`config.mk`:
```
export PLATFORM = sky130hd
export DESIGN_NAME = dmem_burst_ctrl_flat
export DESIGN_NICKNAME = d
export VERILOG_FILES = /design/src/rtl/dmem_burst_ctrl_if.sv /design/src/rtl/dmem_burst_ctrl.sv /design/src/flat_wrapper.sv
export SDC_FILE = /design/constraint.sdc
export NUM_CORES = 1
export LEC_CHECK = 0
export CAP_MARGIN = 15
export CORE_ASPECT_RATIO = 1.4
export CORE_MARGIN = 3
export CORE_UTILIZATION = 45
export CTS_CLUSTER_DIAMETER = 100
export DETAILED_ROUTE_END_ITERATION = 8
export MAX_ROUTING_LAYER = met4
export PLACE_DENSITY_LB_ADDON = 0.1
export SLEW_MARGIN = 20
export SYNTH_ARGS = -nofsm -noshare
export SYNTH_HDL_FRONTEND = slang
export SYNTH_SLANG_ARGS = --single-unit
```
`constraint.sdc`:
```
create_clock -name clk -period 3.8 [get_ports clk]
set_input_delay 0.76 -clock clk [delete_from_list [all_inputs] [get_ports clk]]
set_output_delay 0.76 -clock clk [all_outputs]
set_load 0.01 [all_outputs]
```
`src/rtl/dmem_burst_ctrl_if.sv`:
```
// Bundle of the command, write-data, read-data and memory-port signals of
// the data-memory burst controller. The controller sits on the slave side;
// the requester plus the memory sit on the master side.
`ifndef DMEM_ADDR_WIDTH
`define DMEM_ADDR_WIDTH 8
`endif
`ifndef DATA_WIDTH
`define DATA_WIDTH 32
`endif

interface dmem_burst_ctrl_if #(
    parameter int LEN_W = 8
);
    logic                        cmd_valid;
    logic                        cmd_ready;
    logic                        cmd_we;
    logic [`DMEM_ADDR_WIDTH-1:0] cmd_addr;
    logic [LEN_W-1:0]            cmd_len;

    logic                        wr_valid;
    logic                        wr_ready;
    logic [`DATA_WIDTH-1:0]      wr_data;

    logic                        rd_valid;
    logic                        rd_ready;
    logic [`DATA_WIDTH-1:0]      rd_data;
    logic                        rd_last;

    logic [`DMEM_ADDR_WIDTH-1:0] mem_addr;
    logic [`DATA_WIDTH-1:0]      mem_din;
    logic                        mem_we;
    logic [`DATA_WIDTH-1:0]      mem_dout;

    logic                        busy;

    modport master (
        output cmd_valid, cmd_we, cmd_addr, cmd_len,
        output wr_valid, wr_data, rd_ready, mem_dout,
        input  cmd_ready, wr_ready, rd_valid, rd_data, rd_last,
        input  mem_addr, mem_din, mem_we, busy
    );

    modport slave (
        input  cmd_valid, cmd_we, cmd_addr, cmd_len,
        input  wr_valid, wr_data, rd_ready, mem_dout,
        output cmd_ready, wr_ready, rd_valid, rd_data, rd_last,
        output mem_addr, mem_din, mem_we, busy
    );
endinterface

```
`src/rtl/dmem_burst_ctrl.sv`:
```
// Burst controller for one port of a synchronous-read data memory.
// Write bursts pass the write stream straight to the memory port; read
// bursts issue at most two outstanding reads into a 2-entry response FIFO
// so a stalled consumer never loses data and a ready one streams 1 word/cycle.
`ifndef DMEM_ADDR_WIDTH
`define DMEM_ADDR_WIDTH 8
`endif
`ifndef DATA_WIDTH
`define DATA_WIDTH 32
`endif

module dmem_burst_ctrl #(
    parameter int LEN_W = 8
) (
    input  logic              clk,
    input  logic              rst,
    dmem_burst_ctrl_if.slave  bus
);
    localparam int AW = `DMEM_ADDR_WIDTH;
    localparam int DW = `DATA_WIDTH;

    typedef enum logic [1:0] {IDLE, WRITE, READ, DRAIN} state_t;

    state_t           state;
    logic [AW-1:0]    base;
    logic [AW-1:0]    last_addr;
    logic [LEN_W-1:0] len;
    logic [LEN_W-1:0] cnt;
    logic             inflight;
    logic             inflight_last;

    logic [DW-1:0]    fifo_data [2];
    logic [1:0]       fifo_last;
    logic             rd_ptr;
    logic             wr_ptr;
    logic [1:0]       occ;

    logic [AW-1:0]    cur_addr;
    logic             cnt_end;
    logic             wr_beat;
    logic             rd_issue;
    logic             push;
    logic             pop;
    logic [1:0]       occ_after_pop;

    // Address arithmetic wraps naturally at the address width.
    assign cur_addr = base + AW'(cnt);
    assign cnt_end  = (cnt == len);
    assign wr_beat  = (state == WRITE) && bus.wr_valid;

    // The response of a read issued last cycle lands in the FIFO this cycle.
    assign push          = inflight;
    assign pop           = (occ != 2'd0) && bus.rd_ready;
    assign occ_after_pop = occ - {1'b0, pop};
    // Crediting this cycle's pop keeps the pipe full when rd_ready stays high.
    assign rd_issue      = (state == READ) && ((occ_after_pop + {1'b0, inflight}) < 2'd2);

    assign bus.cmd_ready = (state == IDLE);
    assign bus.busy      = (state != IDLE);
    assign bus.wr_ready  = (state == WRITE);
    assign bus.mem_we    = wr_beat;
    assign bus.mem_din   = bus.wr_data;
    assign bus.mem_addr  = (wr_beat || rd_issue) ? cur_addr : last_addr;
    assign bus.rd_valid  = (occ != 2'd0);
    assign bus.rd_data   = fifo_data[rd_ptr];
    assign bus.rd_last   = (occ != 2'd0) && fifo_last[rd_ptr];

    // Burst FSM: state, word counter, in-flight read tracking, held address.
    always_ff @(posedge clk or posedge rst) begin
        if (rst) begin
            state         <= IDLE;
            cnt           <= '0;
            last_addr     <= '0;
            inflight      <= 1'b0;
            inflight_last <= 1'b0;
        end else begin
            if (wr_beat || rd_issue)
                last_addr <= cur_addr;
            inflight      <= rd_issue;
            inflight_last <= rd_issue && cnt_end;
            case (state)
                IDLE: begin
                    if (bus.cmd_valid) begin
                        state <= bus.cmd_we ? WRITE : READ;
                        cnt   <= '0;
                    end
                end
                WRITE: begin
                    if (wr_beat) begin
                        if (cnt_end) state <= IDLE;
                        else         cnt   <= cnt + LEN_W'(1);
                    end
                end
                READ: begin
                    if (rd_issue) begin
                        if (cnt_end) state <= DRAIN;
                        else         cnt   <= cnt + LEN_W'(1);
                    end
                end
                DRAIN: begin
                    if ((occ == 2'd0) && !inflight)
                        state <= IDLE;
                end
                default: state <= IDLE;
            endcase
        end
    end

    // Command capture: base address and length of the accepted burst.
    always_ff @(posedge clk) begin
        if ((state == IDLE) && bus.cmd_valid) begin
            base <= bus.cmd_addr;
            len  <= bus.cmd_len;
        end
    end

    // Response FIFO pointers and occupancy.
    always_ff @(posedge clk or posedge rst) begin
        if (rst) begin
            rd_ptr <= 1'b0;
            wr_ptr <= 1'b0;
            occ    <= 2'd0;
        end else begin
            if (push) wr_ptr <= ~wr_ptr;
            if (pop)  rd_ptr <= ~rd_ptr;
            occ <= occ + {1'b0, push} - {1'b0, pop};
        end
    end

    // Response FIFO storage: memory data plus its last-word tag.
    always_ff @(posedge clk) begin
        if (push) begin
            fifo_data[wr_ptr] <= bus.mem_dout;
            fifo_last[wr_ptr] <= inflight_last;
        end
    end
endmodule

```
`src/flat_wrapper.sv`:
```
// flat-port wrapper written by rule: the top's interface ports become plain ports
module dmem_burst_ctrl_flat 
#(
    parameter int LEN_W = 8
)
  (clk, rst, bus_cmd_valid, bus_cmd_we, bus_cmd_addr, bus_cmd_len, bus_wr_valid, bus_wr_data, bus_rd_ready, bus_mem_dout, bus_cmd_ready, bus_wr_ready, bus_rd_valid, bus_rd_data, bus_rd_last, bus_mem_addr, bus_mem_din, bus_mem_we, bus_busy);
  dmem_burst_ctrl_if #(.LEN_W(LEN_W)) bus_i ();
  input  logic clk;
  input  logic rst;
  input wire logic [$bits(bus_i.cmd_valid)-1:0] bus_cmd_valid;
  input wire logic [$bits(bus_i.cmd_we)-1:0] bus_cmd_we;
  input wire logic [$bits(bus_i.cmd_addr)-1:0] bus_cmd_addr;
  input wire logic [$bits(bus_i.cmd_len)-1:0] bus_cmd_len;
  input wire logic [$bits(bus_i.wr_valid)-1:0] bus_wr_valid;
  input wire logic [$bits(bus_i.wr_data)-1:0] bus_wr_data;
  input wire logic [$bits(bus_i.rd_ready)-1:0] bus_rd_ready;
  input wire logic [$bits(bus_i.mem_dout)-1:0] bus_mem_dout;
  output wire logic [$bits(bus_i.cmd_ready)-1:0] bus_cmd_ready;
  output wire logic [$bits(bus_i.wr_ready)-1:0] bus_wr_ready;
  output wire logic [$bits(bus_i.rd_valid)-1:0] bus_rd_valid;
  output wire logic [$bits(bus_i.rd_data)-1:0] bus_rd_data;
  output wire logic [$bits(bus_i.rd_last)-1:0] bus_rd_last;
  output wire logic [$bits(bus_i.mem_addr)-1:0] bus_mem_addr;
  output wire logic [$bits(bus_i.mem_din)-1:0] bus_mem_din;
  output wire logic [$bits(bus_i.mem_we)-1:0] bus_mem_we;
  output wire logic [$bits(bus_i.busy)-1:0] bus_busy;
  assign bus_i.cmd_valid = bus_cmd_valid;
  assign bus_i.cmd_we = bus_cmd_we;
  assign bus_i.cmd_addr = bus_cmd_addr;
  assign bus_i.cmd_len = bus_cmd_len;
  assign bus_i.wr_valid = bus_wr_valid;
  assign bus_i.wr_data = bus_wr_data;
  assign bus_i.rd_ready = bus_rd_ready;
  assign bus_i.mem_dout = bus_mem_dout;
  assign bus_cmd_ready = bus_i.cmd_ready;
  assign bus_wr_ready = bus_i.wr_ready;
  assign bus_rd_valid = bus_i.rd_valid;
  assign bus_rd_data = bus_i.rd_data;
  assign bus_rd_last = bus_i.rd_last;
  assign bus_mem_addr = bus_i.mem_addr;
  assign bus_mem_din = bus_i.mem_din;
  assign bus_mem_we = bus_i.mem_we;
  assign bus_busy = bus_i.busy;
  dmem_burst_ctrl #(.LEN_W(LEN_W)) u_core (.clk(clk), .rst(rst), .bus(bus_i));
endmodule
```
# == Yosys cells after proc, flatten, opt, wreduce, memory -nomap -nowiden ==
# Memory sizes are Yosys's and may differ from the RTL's.
# Cells that the tools add are included.
# word_totals
reg_bits,42
ramBits,64
word_cells,72
n_memories,1
# op_classes
addsub,6
magnitude_cmp,4
n_eq_ne,10
muxes,21
n_bitwise,2
n_reduce_logical,17
# mem_list
memory,words,width,rd,rd_ports_with_merged_regs,write_ports,line,source
u_core.fifo_data,2,32,1,0,1,dmem_burst_ctrl.sv:32,logic [DW-1:0] fifo_data [2];
# op_table
cell,n
2-to-1 mux 8 bit,5
case mux 8 bit (3 select lines),1
2-to-1 mux 2 bit,7
"!= test 2 x 1 -> 1 bit, second input constant",5
"adder 8 x 1 -> 8 bit, second input constant",1
adder 8 bit,1
equality test 8 bit,1
logical AND 1 bit,8
case mux 2 bit (4 select lines),1
AND reduction 6 bit,1
2-to-1 mux 1 bit,5
adder 2 x 1 -> 2 bit,2
"equality test 2 bit, second input constant",2
zero test 2 bit,2
"< comparator 1 x 2 -> 1 bit, second input constant",2
AND reduction 4 bit,1
nonzero test 2 bit,2
subtractor 2 x 1 -> 2 bit,2
nonzero test 3 bit,1
bitwise mux 2 bit,1
"equality test 2 x 1 -> 1 bit, second input constant",1
"< comparator 2 bit, second input constant",1
"!= test 2 bit, second input constant",1
NOT 1 bit,2
4 further kinds,4

# == Depth between registers and ports, before layout ==
# depth
ltp_word,8
ltp_mapped,12
depth_no_buf,11

# == Least setup slack after synthesis ==
# Ideal clock, no wire load.
# synth_timing
kind,input port to output port
start,input bus_rd_ready
end,output bus_mem_addr[2]
arrival_ns,2.398
slack_ns,0.642
path_stages,9
path_buffers,1
cell_sequence,and2_1 -> ha_1 -> inv_1 -> ha_1 -> xor3_2 -> nor2_1 -> nor2_1 -> clkbuf_1 -> o21ai_0
# synth_between
elab_chain_len,7
# synth_rtl
element,line,source
from (decl),flat_wrapper.sv:16,input wire logic [$bits(bus_i.rd_ready)-1:0] bus_rd_ready;
logical AND 1 bit,dmem_burst_ctrl.sv:53,assign pop = (occ != 2'd0) && bus.rd_ready;
subtractor 2 x 1 -> 2 bit,dmem_burst_ctrl.sv:54,"assign occ_after_pop = occ - {1'b0, pop};"
adder 2 x 1 -> 2 bit,dmem_burst_ctrl.sv:56,"assign rd_issue = (state == READ) && ((occ_after_pop + {1'b0, inflight}) < 2'd2);"
< comparator 2 bit,dmem_burst_ctrl.sv:56,
logical AND 1 bit,dmem_burst_ctrl.sv:56,
named net u_core.rd_issue,dmem_burst_ctrl.sv:41,logic rd_issue;
logical OR 1 bit,dmem_burst_ctrl.sv:63,assign bus.mem_addr = (wr_beat || rd_issue) ? cur_addr : last_addr;
2-to-1 mux 8 bit,dmem_burst_ctrl.sv:63,
to (decl),flat_wrapper.sv:23,output wire logic [$bits(bus_i.mem_addr)-1:0] bus_mem_addr;
# The timed path passes the listed nets, and every way through them passes these cells.

# == Worst setup path in the final report ==
# layout_timing
start,register u_core.occ[1]
end,output bus_mem_addr[5]
# layout_between
elab_chain_len,8
# layout_rtl
element,line,source
from (decl),dmem_burst_ctrl.sv:36,logic [1:0] occ;
from (signal assigned),dmem_burst_ctrl.sv:126,"occ <= occ + {1'b0, push} - {1'b0, pop};"
nonzero test 2 bit,dmem_burst_ctrl.sv:53,
logical AND 1 bit,dmem_burst_ctrl.sv:53,
named net u_core.pop,dmem_burst_ctrl.sv:43,logic pop;
subtractor 2 x 1 -> 2 bit,dmem_burst_ctrl.sv:54,
adder 2 x 1 -> 2 bit,dmem_burst_ctrl.sv:56,
< comparator 2 bit,dmem_burst_ctrl.sv:56,
logical AND 1 bit,dmem_burst_ctrl.sv:56,
named net u_core.rd_issue,dmem_burst_ctrl.sv:41,
logical OR 1 bit,dmem_burst_ctrl.sv:63,
2-to-1 mux 8 bit,dmem_burst_ctrl.sv:63,
# The timed path passes the listed nets, and every way through them passes these cells.

==> impl_metrics.yaml <==
yosys:
  ys_top_cells_by_count: "edfxtp_1, mux2_2, buf_4"
  synthArstFlopShare: 0.226
  ys_ff_latch: 106
  synth_area_leaders: "edfxtp_1, dfrtp_1, mux2_2"
  synth.avg_cell_area_sq_um: 14.6
  yosysMostFrequentCell: "edfxtp_1"
  synth_cell_types: 43
  synth_top_cell_area_share: 0.525
  yosysTopAreaCell: "edfxtp_1"
  synth_edf_count: 82
  syn_inst: 322
  ys_seq_area_frac: 0.653
  ys.warnings.count: 0
  synth_nets: 424
  synth_area_sq_mm: 0.00469
  synth_ff_type: "edfxtp_1"
critical_path:
  cp.required_ns: 3.04
  r2r_setup_slack_ns: 0.75
  start_kind: "register"
  path_max_fanout: 7
  path_class: "register to output pin"
  crit_path_end_kind: "output pin"
  crit_arrival_ns: 2.90
clock_network:
  cts_tree: "yes"
  path_clk_slew_ns: 0.07
  cts_buffer_depth: 2
  cts_buffers: 9
  cts_num_sinks: 106
  h-tree-depth: 3
  cts_hold_buf: 0
  clock_latency_ns: 0.34
  root_buffer: "clkbuf_16"
global_routing:
  grt_use_total: 0.161
  grt_pass1_vias: 2899
  grt_max_degree: 34
  grt_overflow: 0
  grt_pass1_wl_um: 14100
  antenna_found_initial: 0
worst_hold_path:
  hold_class: "register to register"
timing:
  final.min_clock_period_ns: 3.66
  timing_hold_violations_final: 0
  fin_crit_sh: 0.964
  worst_slew_pin_slew_ns: 0.974
  max_slew_margin: 0.349
  final_max_slew_viol_count: 0
  finalSetupViolations: 0
  clock_skew_ns: 0.00497
  max_freq_ghz: 0.273
die:
  fp.dieH_um: 127
  fp.dieW_um: 92.3
  placeableCoreArea_sq_mm: 0.0101
  dieArea_sq_mm: 0.0117
  io_pins: 164
  rows: 43
  initial_core_util: 0.466
flow_run:
  max-cap-violations: 0
cells_and_area:
  area_growth_syn_to_layout_pct: 27.9
  multi_input_area_sq_mm: 0.00136
  drive_above_1_share: 0.179
  layoutNonFillerInstCount: 543
  nets: 505
  fin_util: 0.596
  fin_area_sq_mm: 0.00600
  diodes: 0
  fillCellCount: 818
  seq_area_sq_mm: 0.00306
run_status:
  status: "complete, no violations"
placement:
  gp_congestion: 0.753
  portBuffers: 99
  place_hpwl_um: 6240
  dp.cells: 522
  place_area_sq_mm: 0.00564
routing:
  ant_nets: 0
  wl_um: 8790
  drt-initial-drc-count: 68
  drc_errors: 0
  drt_pass1_iterations: 4
  wl_per_cell_um: 16.2
  via_count: 2769
  vias_per_cell: 5.10
power:
  peakVddDrop_mv: 0.381
  p_leak_uw: 0.00221
  power_density_mw_per_mm2: 743
-- stage by stage --
step           TNS [ns]  power, uW  setup WS (ns)  hold WS, ns
4_1_cts               0       4390        0.00817        0.450
5_1_grt         -0.0145       4730       -0.00751        0.467
6_report              0       4460          0.136        0.450
2_1_floorplan         0       2740          0.642        0.420
3_3_place_gp      -1.43       3520         -0.262        0.423
3_5_place_dp      -2.00       3570         -0.341        0.433
-- layout by cell type, fill, tap and decap left out, types with 6 or more instances in the layout --
| cell | Yosys | final |
|---|---|---|
| dfrtp_1 | 24 | 24 |
| xnor2_1 | 10 | 10 |
| nand3_1 | 10 | 10 |
| ha_1 | 15 | 13 |
| buf_4 | 32 | 6 |
| mux2_2 | 34 | 34 |
| nand2_1 | 17 | 16 |
| clkdlybuf4s50_1 | 0 | 90 |
| clkbuf_16 | 0 | 9 |
| inv_1 | 14 | 13 |
| edfxtp_1 | 82 | 82 |
-- critical path, cell delays in order, from the launching register on --
cell and delay (ns):
dfrtp_1 0.39, nor2_2 0.12, inv_1 0.08, and2_4 0.17
ha_4 0.24, inv_1 0.03, ha_2 0.17, xor3_2 0.39
nor2_2 0.15, nor2_1 0.07, buf_6 0.13, buf_8 0.12
buf_6 0.12, nand2_1 0.05, o21ai_1 0.07, clkdlybuf4s15_1 0.24
-- power by group --
part | internal, uW | switching (uW) | total [uW] | leakage (uW)
clock network | 445 | 401 | 846 | 0.000129
registers | 1520 | 154 | 1680 | 0.00105
logic | 1030 | 909 | 1940 | 0.00103
-- cells by family after synthesis --
kind of cell | Yosys count | share of synthesized area
AND/OR/NAND/NOR | 59 | 0.0648
adder cells (fa/ha/maj) | 16 | 0.0443
XOR/XNOR | 16 | 0.0333
multiplexers | 37 | 0.0880
flip-flops | 106 | 0.653
buffers and inverters | 53 | 0.0682
AO/OA/AOI/OAI | 35 | 0.0488
-- cell type report --
| class | count | share of cell area |
|---|---|---|
| timing repair buffer | 109 | 0.180 |
| clock inverter | 6 | 0.00709 |
| tap | 135 | 0.0281 |
| multi-input combinational | 163 | 0.227 |
| inverter | 14 | 0.00876 |
| clock buffer | 10 | 0.0382 |
| sequential | 106 | 0.510 |
-- state kept, by name, summed over array words and instances (netlist names) --
| signal | flops |
|---|---|
| u_core.fifo_data | 64 |
| u_core.base | 8 |
| u_core.cnt | 8 |
| u_core.last_addr | 8 |
| u_core.len | 8 |
| u_core.fifo_last | 2 |
| u_core.occ | 2 |
| u_core.state | 2 |
| u_core.inflight | 1 |
| u_core.inflight_last | 1 |
| u_core.rd_ptr | 1 |
| u_core.wr_ptr | 1 |
-- metal layers --
| metal | track usage | part of all wire | wire (um) | up-vias |
|---|---|---|---|---|
| met3 | 0.0391 | 0.049 | 429 | 12 |
| li1 | - | - | - | 1305 |
| met2 | 0.290 | 0.56 | 4880 | 83 |
| met1 | 0.167 | 0.38 | 3330 | 1369 |
| met4 | 0.0656 | 0.017 | 146 | 0 |
| met5 | - | 0 | 0 | - |
-- what timing repair did --
action / in CTS / in global routing
cloned: 0 / 0
buffers inserted: 1 / 4
resized for setup: 18 / 18
pin swaps: 0 / 4
hold endpoints to repair: 0 / 0
endpoints found under the setup margin: 8 / 6
-- path summary, 6_finish.rpt --
check	startpoint	to	cells past startpoint
worst min-delay path	u_core.inflight_last	u_core.fifo_last[1]	0
worst max register to register	u_core.occ[1]	u_core.cnt[4]	12
min in group asynchronous	rst	u_core.last_addr[3]	2
max in group asynchronous	rst	u_core.cnt[5]	2
worst min register to register	u_core.inflight_last	u_core.fifo_last[1]	0
worst max-delay path	u_core.occ[1]	bus_mem_addr[5]	15
(Power assumes the default switching activity.)
